[config.mk]
export PLATFORM = sky130hd
export DESIGN_NAME = spi_flash_reader_flat
export DESIGN_NICKNAME = d
export VERILOG_FILES = /design/src/rtl/spi_flash_reader_if.sv /design/src/rtl/spi_flash_reader.sv /design/src/flat_wrapper.sv
export SDC_FILE = /design/constraint.sdc
export NUM_CORES = 1
export LEC_CHECK = 0
export ABC_AREA = 1
export BUFFER_PORTS_ARGS = -buffer_cell sky130_fd_sc_hd__buf_2
export CAP_MARGIN = 25
export CORE_MARGIN = 3
export CORE_UTILIZATION = 25
export CTS_CLUSTER_SIZE = 10
export DETAILED_ROUTE_END_ITERATION = 7
export GPL_TIMING_DRIVEN = 0
export PLACE_DENSITY_LB_ADDON = 0.3
export SETUP_SLACK_MARGIN = 0.4
export SLEW_MARGIN = 20
export SYNTH_ARGS = -nofsm -noshare
export SYNTH_HDL_FRONTEND = slang
export SYNTH_SLANG_ARGS = --single-unit
[constraint.sdc]
create_clock -name clock -period 2.22 [get_ports clock]
set_input_delay 0.222 -clock clock [delete_from_list [all_inputs] [get_ports clock]]
set_output_delay 0.222 -clock clock [all_outputs]
set_load 0.01 [all_outputs]
[src/rtl/spi_flash_reader_if.sv]
//------------------------------------------------------------------------------
// spi_flash_reader_if : request/stream handshake and SPI pin bundle
// Revision 1.0
//------------------------------------------------------------------------------
`default_nettype none

interface spi_flash_reader_if;
  logic        start;
  logic [23:0] start_addr;
  logic [23:0] byte_count;
  logic        busy;
  logic        done;
  logic [7:0]  data_out;
  logic        data_valid;
  logic        data_ready;
  logic        flash_csn;
  logic        flash_sck;
  logic        flash_mosi;
  logic        flash_miso;

  modport slave (
    input  start, start_addr, byte_count, data_ready, flash_miso,
    output busy, done, data_out, data_valid, flash_csn, flash_sck, flash_mosi
  );

  modport master (
    output start, start_addr, byte_count, data_ready,
    input  busy, done, data_out, data_valid
  );

  modport flash (
    input  flash_csn, flash_sck, flash_mosi,
    output flash_miso
  );
endinterface

`default_nettype wire

[src/rtl/spi_flash_reader.sv]
//------------------------------------------------------------------------------
// spi_flash_reader : SPI READ (0x03) byte streamer with one-time 0xAB wake-up
// Revision 1.0
//------------------------------------------------------------------------------
`default_nettype none

module spi_flash_reader #(
  parameter int CLK_DIV     = 2,
  parameter int WAKE_CYCLES = 64
) (
  input  logic              clock,
  input  logic              reset_n,
  spi_flash_reader_if.slave bus
);

  localparam logic [2:0] S_IDLE     = 3'd0;
  localparam logic [2:0] S_WAKE_CMD = 3'd1;
  localparam logic [2:0] S_WAKE_GAP = 3'd2;
  localparam logic [2:0] S_CMD      = 3'd3;
  localparam logic [2:0] S_DATA     = 3'd4;
  localparam logic [2:0] S_HOLD     = 3'd5;
  localparam logic [2:0] S_FINISH   = 3'd6;

  localparam logic [7:0]  C_DIV_LAST = 8'(CLK_DIV - 1);
  localparam logic [15:0] C_GAP_LAST = 16'(WAKE_CYCLES - 1);
  localparam logic [7:0]  C_CMD_WAKE = 8'hAB;
  localparam logic [7:0]  C_CMD_READ = 8'h03;

  logic [2:0]  state_q, state_d;
  logic [7:0]  div_q, div_d;
  logic [5:0]  bit_q, bit_d;
  logic [15:0] gap_q, gap_d;
  logic [31:0] sr_q, sr_d;
  logic [7:0]  rx_q, rx_d;
  logic [23:0] addr_q, addr_d;
  logic [23:0] remain_q, remain_d;
  logic        woken_q, woken_d;
  logic        busy_q, busy_d;
  logic        done_q, done_d;
  logic        valid_q, valid_d;
  logic [7:0]  dout_q, dout_d;
  logic        csn_q, csn_d;
  logic        sck_q, sck_d;
  logic        mosi_q, mosi_d;

  logic        w_div_end;
  logic        w_bit_end;
  logic [5:0]  w_last_bit;
  logic [31:0] w_read_frame;

  assign w_div_end    = (div_q == C_DIV_LAST);
  assign w_bit_end    = w_div_end && sck_q;
  assign w_last_bit   = (state_q == S_CMD) ? 6'd31 : 6'd7;
  // The address comes straight off the bus when CMD is entered from IDLE.
  assign w_read_frame = {C_CMD_READ, (state_q == S_IDLE) ? bus.start_addr : addr_q};

  always_comb begin
    state_d  = state_q;
    div_d    = div_q;
    bit_d    = bit_q;
    gap_d    = gap_q;
    sr_d     = sr_q;
    rx_d     = rx_q;
    addr_d   = addr_q;
    remain_d = remain_q;
    woken_d  = woken_q;
    busy_d   = busy_q;
    done_d   = 1'b0;
    valid_d  = valid_q;
    dout_d   = dout_q;
    csn_d    = csn_q;
    sck_d    = sck_q;
    mosi_d   = mosi_q;

    case (state_q)
      S_IDLE: begin
        if (bus.start) begin
          busy_d   = 1'b1;
          addr_d   = bus.start_addr;
          remain_d = bus.byte_count;
          div_d    = 8'd0;
          bit_d    = 6'd0;
          sck_d    = 1'b0;
          if (bus.byte_count == 24'd0) begin
            state_d = S_FINISH;
            done_d  = 1'b1;
          end else if (!woken_q) begin
            state_d = S_WAKE_CMD;
            csn_d   = 1'b0;
            mosi_d  = C_CMD_WAKE[7];
            sr_d    = {C_CMD_WAKE[6:0], 25'd0};
          end else begin
            state_d = S_CMD;
            csn_d   = 1'b0;
            mosi_d  = w_read_frame[31];
            sr_d    = {w_read_frame[30:0], 1'b0};
          end
        end
      end

      S_WAKE_CMD, S_CMD, S_DATA: begin
        if (w_div_end) begin
          div_d = 8'd0;
          sck_d = !sck_q;
        end else begin
          div_d = div_q + 8'd1;
        end
        if (w_div_end && !sck_q && state_q == S_DATA) begin
          rx_d = {rx_q[6:0], bus.flash_miso};
        end
        if (w_bit_end) begin
          bit_d  = bit_q + 6'd1;
          mosi_d = sr_q[31];
          sr_d   = {sr_q[30:0], 1'b0};
          if (bit_q == w_last_bit) begin
            bit_d  = 6'd0;
            mosi_d = 1'b0;
            case (state_q)
              S_WAKE_CMD: begin
                state_d = S_WAKE_GAP;
                csn_d   = 1'b1;
                woken_d = 1'b1;
                gap_d   = 16'd0;
              end
              S_CMD: state_d = S_DATA;
              default: begin
                state_d = S_HOLD;
                valid_d = 1'b1;
                dout_d  = rx_q;
              end
            endcase
          end
        end
      end

      S_WAKE_GAP: begin
        gap_d = gap_q + 16'd1;
        if (gap_q == C_GAP_LAST) begin
          state_d = S_CMD;
          csn_d   = 1'b0;
          div_d   = 8'd0;
          bit_d   = 6'd0;
          sck_d   = 1'b0;
          mosi_d  = w_read_frame[31];
          sr_d    = {w_read_frame[30:0], 1'b0};
        end
      end

      S_HOLD: begin
        // SCK is already low and csn stays low, so the flash stream resumes in place.
        if (valid_q && bus.data_ready) begin
          valid_d  = 1'b0;
          remain_d = remain_q - 24'd1;
          if (remain_q != 24'd1) begin
            state_d = S_DATA;
          end else begin
            state_d = S_FINISH;
            csn_d   = 1'b1;
            done_d  = 1'b1;
          end
        end
      end

      S_FINISH: begin
        state_d = S_IDLE;
        busy_d  = 1'b0;
      end

      default: state_d = S_IDLE;
    endcase
  end

  always_ff @(posedge clock or negedge reset_n) begin
    if (!reset_n) begin
      state_q  <= S_IDLE;
      div_q    <= 8'd0;
      bit_q    <= 6'd0;
      gap_q    <= 16'd0;
      sr_q     <= 32'd0;
      rx_q     <= 8'd0;
      addr_q   <= 24'd0;
      remain_q <= 24'd0;
      woken_q  <= 1'b0;
      busy_q   <= 1'b0;
      done_q   <= 1'b0;
      valid_q  <= 1'b0;
      dout_q   <= 8'd0;
      csn_q    <= 1'b1;
      sck_q    <= 1'b0;
      mosi_q   <= 1'b0;
    end else begin
      state_q  <= state_d;
      div_q    <= div_d;
      bit_q    <= bit_d;
      gap_q    <= gap_d;
      sr_q     <= sr_d;
      rx_q     <= rx_d;
      addr_q   <= addr_d;
      remain_q <= remain_d;
      woken_q  <= woken_d;
      busy_q   <= busy_d;
      done_q   <= done_d;
      valid_q  <= valid_d;
      dout_q   <= dout_d;
      csn_q    <= csn_d;
      sck_q    <= sck_d;
      mosi_q   <= mosi_d;
    end
  end

  assign bus.busy       = busy_q;
  assign bus.done       = done_q;
  assign bus.data_out   = dout_q;
  assign bus.data_valid = valid_q;
  assign bus.flash_csn  = csn_q;
  assign bus.flash_sck  = sck_q;
  assign bus.flash_mosi = mosi_q;

endmodule

`default_nettype wire

[src/flat_wrapper.sv]
// flat-port wrapper written by rule: the top's interface ports become plain ports
module spi_flash_reader_flat 
#(
  parameter int CLK_DIV     = 2,
  parameter int WAKE_CYCLES = 64
)
  (clock, reset_n, bus_start, bus_start_addr, bus_byte_count, bus_data_ready, bus_flash_miso, bus_busy, bus_done, bus_data_out, bus_data_valid, bus_flash_csn, bus_flash_sck, bus_flash_mosi);
  spi_flash_reader_if bus_i ();
  input  logic clock;
  input  logic reset_n;
  input wire logic [$bits(bus_i.start)-1:0] bus_start;
  input wire logic [$bits(bus_i.start_addr)-1:0] bus_start_addr;
  input wire logic [$bits(bus_i.byte_count)-1:0] bus_byte_count;
  input wire logic [$bits(bus_i.data_ready)-1:0] bus_data_ready;
  input wire logic [$bits(bus_i.flash_miso)-1:0] bus_flash_miso;
  output wire logic [$bits(bus_i.busy)-1:0] bus_busy;
  output wire logic [$bits(bus_i.done)-1:0] bus_done;
  output wire logic [$bits(bus_i.data_out)-1:0] bus_data_out;
  output wire logic [$bits(bus_i.data_valid)-1:0] bus_data_valid;
  output wire logic [$bits(bus_i.flash_csn)-1:0] bus_flash_csn;
  output wire logic [$bits(bus_i.flash_sck)-1:0] bus_flash_sck;
  output wire logic [$bits(bus_i.flash_mosi)-1:0] bus_flash_mosi;
  assign bus_i.start = bus_start;
  assign bus_i.start_addr = bus_start_addr;
  assign bus_i.byte_count = bus_byte_count;
  assign bus_i.data_ready = bus_data_ready;
  assign bus_i.flash_miso = bus_flash_miso;
  assign bus_busy = bus_i.busy;
  assign bus_done = bus_i.done;
  assign bus_data_out = bus_i.data_out;
  assign bus_data_valid = bus_i.data_valid;
  assign bus_flash_csn = bus_i.flash_csn;
  assign bus_flash_sck = bus_i.flash_sck;
  assign bus_flash_mosi = bus_i.flash_mosi;
  spi_flash_reader #(.CLK_DIV(CLK_DIV), .WAKE_CYCLES(WAKE_CYCLES)) u_core (.clock(clock), .reset_n(reset_n), .bus(bus_i));
endmodule
== Yosys cells after proc, flatten, opt, wreduce, memory -nomap -nowiden ==
Index checks and enable logic that the tools add are counted.
Word-level totals
  register bits: 136
  output and inout bits: 14
  logic and storage cells: 134
  input port bits: 53
Cells by class
  bitwise operators: 1
  reduce and logical (&&, ||, !) cells: 29
  mux-type cells: 64
  add/subtract/negate cells: 4
  eq/ne operators: 20
Operators by type and width (number)
  32-bit two-way mux: 4
  32-bit one-hot mux with 3 select lines: 1
  24-bit two-way mux: 3
  16-bit two-way mux: 3
  24-bit one-hot mux with 2 select lines: 1
  16-bit one-hot mux with 2 select lines: 1
  31-bit two-way mux: 1
  24-bit logical NOT: 1
  1-bit two-way mux: 24
  6-bit two-way mux: 4
  8-bit two-way mux: 3
  24-bit by 1-bit != test with 1-bit output (second input constant): 1
  8-bit one-hot mux with 3 select lines: 1
  24-bit by 1-bit subtractor with 24-bit output (second input constant): 1
  4-bit AND reduction: 5
  3-bit two-way mux: 6
  6-bit one-hot mux with 3 select lines: 1
  16-bit by 1-bit adder with 16-bit output (second input constant): 1
  16-bit by 6-bit == test with 1-bit output (second input constant): 1
  5-bit AND reduction: 3
  2-bit by 1-bit != test with 1-bit output (second input constant): 6
  3-bit one-hot mux with 4 select lines: 1
  3-bit == test (second input constant): 3
  9-bit AND reduction: 1
  24 further kinds: 41

== Depth between registers and ports, before layout ==
Gate-level depths: netlist of the first run.
  depth in word-level cells: 6
  depth in mapped cells: 13
  depth with buffers taken out: 11

== Least setup slack after synthesis of the first run ==
OpenSTA, ideal clock, no wires.
  path type: flip-flop to flip-flop
  start point: register u_core.gap_q[0]
  end point: register u_core.sr_q[21]
  data required time: 2.103 ns
  arrival: 1.639 ns
  setup slack: 0.465 ns
  setup time: 0.117 ns
  path buffers: 2
  cell stages (with the launch flop): 13
  clock period less this slack: 1.755 ns
  cell sequence: dfrtp_1 -> ha_1 -> nand3_1 -> nor2_1 -> nand2_1 -> nand2_1 -> nand3_4 -> nor2_4 -> inv_2 -> buf_6 -> buf_6 -> nand2_1 -> nand2_1
On the way
  longest elaborated chain between the ends: 3
RTL lines
  from (decl): RTL line spi_flash_reader.sv:32  | logic [15:0] gap_q, gap_d;
  from (signal assigned): RTL line spi_flash_reader.sv:195  | gap_q <= gap_d;
  16-bit by 6-bit == test with 1-bit output: RTL line spi_flash_reader.sv:138  | if (gap_q == C_GAP_LAST) begin
  2-bit by 1-bit != test with 1-bit output (no source line)
  5-bit AND reduction (no source line)
  to (signal assigned): RTL line spi_flash_reader.sv:196  | sr_q <= sr_d;
  to (decl): RTL line spi_flash_reader.sv:33  | logic [31:0] sr_q, sr_d;
No other way between the ends.
A chain may end at the register's enable or synchronous reset.

== Final worst setup path of the first run ==
  start point: register u_core.gap_q[1]
  end point: register u_core.sr_q[25]
The elaborated chain is that of the path after synthesis.

==> metrics.cfg, run 1 <==
[power]
p_seq_share_pct=30.1
cellPowerDensity_mw_per_mm2=1420
switching_power_mw=5.91
ir_worst_vdd_uv=548
intPower_mw=7.35
pwr-share-clk_pct=21.6
pwr-share-comb_pct=48.3
p_sw_share_pct=44.6
p_leak_nw=4.50

[min_path]
hold_path.class=primary input to flop
worstHoldStart=bus_flash_miso
min_to=u_core.rx_q[0]$_DFFE_PN0P_
min_path_cells=3

[floorplan]
std_cell_rows=61
start_util_pct=25.7
ios=67
core_mm2=0.0282
die_w_um=176
die_area_mm2=0.0310
die_h_um=176

[synth]
synthXorXnorAreaFrac_pct=2.30
synth_top_cell_area_share_pct=46.4
yosysUniqueCellTypes=37
synthAdderAreaFrac_pct=1.04
synth-simple-area-share_pct=27.2
syn-cell-area_mm2=0.00723
synthMuxAreaShare_pct=0.294
yosysWarnings=0
synth-seq-cells=135
ys_seq_area_share_pct=46.7
synth_top_cell_by_area=dfrtp_1
syn_nets=1048
synthTopCellsByArea=dfrtp_1 (46%), nand2_1 (16%), o21ai_0 (11%)
synth_top_family_by_area=simple AND/OR/NAND/NOR gates
avgSynthCellArea_um2=7.31
syn_inst=989
synth_compound_area_share_pct=15.1

[final_layout]
num-nets-final=1173
drive_gt1_share_pct=22.2
diodes=0
stdcell_area_mm2=0.00937
fillers=3021
final_util_pct=33.3
syn_to_final_growth_pct=29.5
fin_cells=1505

[detailed_routing]
vias=6843
wirelength_mm=20.4
ant_nets=0
via_per_inst=4.55
drtIter0Drc=423
wl_per_cell_um=13.6
firstDrtPassIters=5
drc=0

[worst_setup_path]
crit_arrival_ps=2110
required_ps=2540
critical_path_class=flop to flop
start_kind=flop
crit_top_cell=nand2_2
r2r-end=u_core.sr_q[25]$_DFFE_PN0P_
reg2regPathDepth=12
crit_path_end_kind=flop
critPathMaxFanout=5
crit_slowest_cell=dfrtp_1
r2r_setup_slack_ps=420
cpLargestDelayFamily=simple AND/OR/NAND/NOR gates
r2r_start=u_core.gap_q[1]$_DFFE_PN0P_
slowest_delay_ps=400
cp-startpoint=u_core.gap_q[1]$_DFFE_PN0P_
crit_path_cell_trace=ha_4 > nand3_2 > nor2_1 > nand2_2 > nand2_4 > nand3_4 > nor2_4 > inv_2 > buf_6 > clkbuf_16 > nand2_2 > nand2_1
path_buf_inv=3
crit_cells=12

[cts]
cts-root-buf=clkbuf_16
worstSkewPairLatency_ps=430
cts.htree.levels=4
clkTransAtPathRegs_ps=70
clock_path_buffers=2
cts.sinks=135
cts_tree=built
cts_inserted_buffers=17

[placement]
io_buffers=66
gp_congestion=0.837
dp_slack_ps=-39.1
place_area_mm2=0.00807
dp_cells=1434
detailed_place_hpwl_mm=14.2

[timing]
grt_setup_unrepaired=yes
max_slew.worst_pin.slew_ps=476
timing.final.ws_setup_ps=422
fin_crit_sh_pct=81.0
slew_viol_final=0
fmax_mhz=556
finalSetupViolCount=0
clock_skew_ps=17.4
fin_crit_ps=1800
hold_violations=0
fin_setup_tns_ps=0
max_slew_margin_pct=68.3

[global_routing]
grt_use_met3_pct=2.52
antenna_found_initial=1
overflow=0
grtUsageMet2_pct=21.0
grt_usage_pct=13.4
grt_pass1_wl_mm=33.5
use_met1_pct=18.4
grt_max_degree=87
grt_pass1_vias=6638
grt-busiest-layer=met2

[status]
run_status=finished clean

[job]
maxCapViolations=0

placed cells by master, fill, tap and decap left out, types with 2 or more instances in the layout:
cell type,n
nor2_2,13
clkbuf_4,7
dfrtp_1,131
clkinvlp_4,5
inv_1,87
clkinv_2,2
ha_1,4
a21oi_1,25
clkbuf_16,18
nand2_1,284
clkbuf_1,3
nand3_4,2
buf_6,8
xnor2_1,2
buf_8,2
nand3_1,38
xor2_1,17
o22ai_1,9
o21ai_0,155
nand3_2,5
nor3_1,6
o21ai_1,6
nand4_1,17
inv_2,7
inv_6,5
o211ai_1,2
buf_4,30
nand2_4,11
nand2_2,18
dfrtp_2,3
inv_8,5
inv_4,3
nor2_1,77
o21a_1,6
buf_2,73
clkbuf_2,12
nor2_4,10
tightest hold or removal path: stages:
cell and delay (ps):
buf_2 90, nor2_1 40, a21oi_1 100
final cells by class:
class	instances	area, µm²	share of cell area [%]
plain buffers	35	226	2.42
multi-input cells	720	3610	38.5
clock inverters	15	156	1.67
clock buffers	17	425	4.54
repair buffers	104	691	7.37
repair inverters	1	7.51	0.0802
well taps	378	473	5.05
inverters	100	394	4.21
flip-flops and latches	135	3380	36.1
per-layer routing:
layer  part of all wire, %  vias to the layer above
met1                    48                     3220
met2                    46                      136
met5                 0.064                        -
met3                   4.1                       24
met4                   1.7                        2
li1                      -                     3461
kinds of logic (layout without fill, tap and decap cells):
family / Yosys count / in the layout
and+or+nand+nor: 483 / 484
AOI/OAI and AO/OA: 209 / 209
buffers and inverters: 135 / 272
xor gates and xnor gates: 19 / 19
muxes: 2 / 2
adders and majority gates: 6 / 6
DFF: 135 / 135
how the worst max path moves through the flow:
| stage | to | slack [ps] |
|---|---|---|
| after floorplan | u_core.sr_q[21]$_DFFE_PN0P_ | 460 |
| after global placement | u_core.addr_q[11]$_DFFE_PN0P_ | -1280 |
| after detailed placement | u_core.gap_q[4]$_DFFE_PN0P_ | -40 |
| after CTS | u_core.sr_q[22]$_DFFE_PN0P_ | 340 |
| after global routing | u_core.sr_q[28]$_DFFE_PN0P_ | 290 |
| final | u_core.sr_q[25]$_DFFE_PN0P_ | 420 |
stage by stage:
stage / hold WS (ps) / power (mW)
4_1_cts: 46.3 / 12.6
3_5_place_dp: 177 / 8.98
3_3_place_gp: 451 / 8.90
5_1_grt: 55.2 / 14.4
2_1_floorplan: -73.6 / 7.36
6_report: 52.8 / 13.3
power by group through the flow:
stage	clock network [mW]	registers (mW)	logic (mW)
after floorplan	0	3.86	3.50
after global placement	0	3.97	4.93
after detailed placement	0	3.98	5.00
after CTS	2.92	3.93	5.78
after global routing	3.04	4.11	7.25
final	2.86	3.99	6.41
Yosys cell counts:
library cell  number
nand2_2            3
inv_2              6
nand4_1           17
nand3_1           44
o31ai_1            1
or2_2              1
clkbuf_1          24
dfrtp_1          134
o211ai_1           2
nor3_2             1
xor2_1            17
nor2_1            96
nor2_2             2
o21ai_1            2
ha_1               6
nor3_1             6
xnor2_1            2
o22ai_1            9
a32o_1             1
buf_2              8
o21a_1             6
a21oi_1           25
dfstp_2            1
nand3b_1           1
clkinv_1           1
nor2_4             1
mux2i_1            1
mux2_2             1
o21ai_0          160
a21boi_0           1
buf_6              2
a31oi_1            1
nand2_1          310
o32ai_1            1
nand3_4            1
buf_1              1
inv_1             93
timing repair:
| item | in CTS | in global routing |
|---|---|---|
| endpoints found under the setup margin | 131 | 106 |
| pin swaps | 12 | 19 |
| gates resized for setup | 55 | 97 |
| hold buffers | 1 | 0 |
| endpoints found under the hold margin | 48 | 0 |
| cloned | 2 | 2 |
| buffers inserted | 20 | 14 |
sequential cells by signal, summed over array words and instances, names as in the netlist:
register               flops
u_core.state_q             3
u_core.bit_q               6
u_core.bus.flash_mosi      1
u_core.woken_q             1
u_core.bus.flash_sck       1
u_core.bus.busy            1
u_core.bus.done            1
u_core.bus.data_valid      1
u_core.addr_q             24
u_core.sr_q               31
u_core.div_q               8
u_core.bus.data_out        8
u_core.rx_q                8
u_core.bus.flash_csn       1
u_core.remain_q           24
u_core.gap_q              16
No activity file was read; power rests on OpenSTA's default activity.
==> run 2: changes to the inputs <==
Clock period 2.22 ns to 1.7 ns, I/O delays scaled along.
==> run 2 against run 1 <==
  * The run now ends with negative setup slack left
  * Global-route usage increased by 1.2 points
  * Critical path type unchanged
  * Design area is 15% higher
  * Combinational power up 79%
  * Fmax fell by 1.4%
  * Largest power group unchanged
  * First-iteration DRC count is 11% lower
==> metrics.cfg, run 2 (synthesis results as in run 1) <==
[cts]
cts-root-buf=clkbuf_16
clkTransAtPathRegs_ps=70
cts.htree.levels=4
cts_inserted_buffers=17
worstSkewPairLatency_ps=430
cts.sinks=135
clock_path_buffers=2
cts_tree=built

[worst_setup_path]
crit_cells=10
reg2regPathDepth=10
crit_path_end_kind=flop
cpLargestDelayFamily=buffers and inverters
crit_arrival_ps=2130
path_buf_inv=5
r2r-end=u_core.bit_q[3]$_DFFE_PN0P_
crit_top_cell=buf_6
critical_path_class=flop to flop
required_ps=2010
slowest_delay_ps=440
r2r_start=u_core.state_q[1]$_DFFE_PN0P_
start_kind=flop
r2r_setup_slack_ps=-120
cp-startpoint=u_core.state_q[1]$_DFFE_PN0P_
worstSetupEndpoint=u_core.bit_q[3]$_DFFE_PN0P_
crit_slowest_cell=dfrtp_2
critPathMaxFanout=7
crit_path_cell_trace=clkinv_4 > nor3_4 > buf_6 > nand2_8 > nand3_4 > buf_4 > buf_6 > clkinvlp_4 > nand4_1 > o21ai_1

[power]
switching_power_mw=8.90
intPower_mw=12.1
ir_worst_vdd_uv=825
cellPowerDensity_mw_per_mm2=1950
p_seq_share_pct=25.6
total_power_mw=21.0
p_leak_nw=5.00
p_sw_share_pct=42.4
pwr-share-clk_pct=19.5
pwr-share-comb_pct=54.9

[global_routing]
antenna_found_initial=0
overflow=0
grt_usage_pct=14.6
grt_max_degree=74
grt_pass1_wl_mm=36.9
grt_pass1_vias=7290

[timing]
max_slew_margin_pct=64.6
slew_viol_final=0
clock_skew_ps=10.0
max_slew.worst_pin.slew_ps=531
grt_setup_unrepaired=yes
hold_violations=0
finalSetupViolCount=51
fin_crit_sh_pct=107
fmax_mhz=548
fin_crit_ps=1820
timing.final.ws_setup_ps=-124

[detailed_routing]
drc=0
drtIter0Drc=375
vias=7257
firstDrtPassIters=4
ant_nets=0
wl_per_cell_um=14.4
via_per_inst=4.63
wirelength_mm=22.5

[final_layout]
fillers=2846
syn_to_final_growth_pct=49.0
diodes=0
drive_gt1_share_pct=34.0
largest_reg_flops=31
stdcell_area_mm2=0.0108
top_regs=u_core.sr_q: 31 flops, u_core.addr_q: 24 flops, u_core.remain_q: 24 flops
final_util_pct=38.3
final_common_cell=nand2_1
fin_cells=1566
num-nets-final=1234
regMostFlops=u_core.sr_q
final_cell_mix=nand2_1 (248), dfrtp_1 (127), o21ai_0 (88)

[placement]
dp_slack_ps=-505
detailed_place_hpwl_mm=14.2
io_buffers=66
place_area_mm2=0.00817
gp_congestion=0.826
dp_cells=1434

[floorplan]
die_h_um=176
die_w_um=176
std_cell_rows=61
core_mm2=0.0282
die_area_mm2=0.0310
start_util_pct=25.7
ios=67

[job]
maxCapViolations=0

[status]
run_status=finished, violations left
violations=negative setup slack

[min_path]
worstHoldStart=bus_start_addr[5]
hold_path.class=primary input to flop

run 2: cell count changes in the layout (fill, tap and decap cells not counted), moves of 17 or more:
cell     change
buf_6       +18
o21ai_1     +50
o21ai_2     +17
buf_4       +25
nand2_2     +31
o21ai_0     -67
nand2_1     -36
run 2: layer usage:
| layer | global-route usage, % | vias up | wire length, µm |
|---|---|---|---|
| met2 | 23.7 | 121 | 10800 |
| met5 | 0 | - | 0 |
| met1 | 19.5 | 3509 | 10600 |
| met4 | 4.62 | 0 | 483 |
| met3 | 2.90 | 34 | 665 |
| li1 | - | 3593 | - |
run 2: how the worst min path moves through the flow:
stage	end	slack (ps)	cells after the start
floorplan	u_core.addr_q[0]$_DFFE_PN0P_	-130	0
global placement	u_core.rx_q[0]$_DFFE_PN0P_	440	3
detailed placement	u_core.gap_q[10]$_DFFE_PN0P_	170	1
CTS	u_core.addr_q[16]$_DFFE_PN0P_	0.4	3
global route	u_core.addr_q[5]$_DFFE_PN0P_	20	3
finish	u_core.addr_q[5]$_DFFE_PN0P_	10	3
run 2: area by class of cell:
class / instances / area [µm²] / area share [%]
Multi-Input combinational cell: 721 / 4080 / 37.8
Clock buffer: 17 / 425 / 3.95
Timing Repair Buffer: 163 / 1340 / 12.4
Sequential cell: 135 / 3390 / 31.4
Inverter: 100 / 417 / 3.87
Tap cell: 378 / 473 / 4.39
Timing Repair inverter: 2 / 12.5 / 0.116
Clock inverter: 15 / 211 / 1.96
Buffer: 35 / 430 / 3.99
run 2: power groups by stage:
stage	Combinational [mW]	Sequential (mW)	Clock [mW]
after floorplan	4.83	5.05	0
after detailed placement	6.77	5.22	0
final	11.5	5.37	4.09
after global placement	6.68	5.21	0
after CTS	10.6	5.26	4.16
after global routing	12.6	5.52	4.29
run 2: worst min-delay path, delay by kind of cell:
family                 cells  cell delay [ps]
buffers and inverters      2              170
AOI/OAI and AO/OA          1               60
run 2: stage by stage:
step,hold slack [ps],TNS [ps]
6_report,10.8,-2370
5_1_grt,20.7,-9730
4_1_cts,0.370,-1350
3_5_place_dp,167,-28450
3_3_place_gp,440,-257710
2_1_floorplan,-126,-420
run 2: repair_timing:
item                       CTS  global route
setup endpoints to repair  136           135
hold buffers                11             0
hold endpoints to repair    71             0
pin swaps                   49            26
setup buffers               58            18
resized for setup          263            99
cloned                      12             1
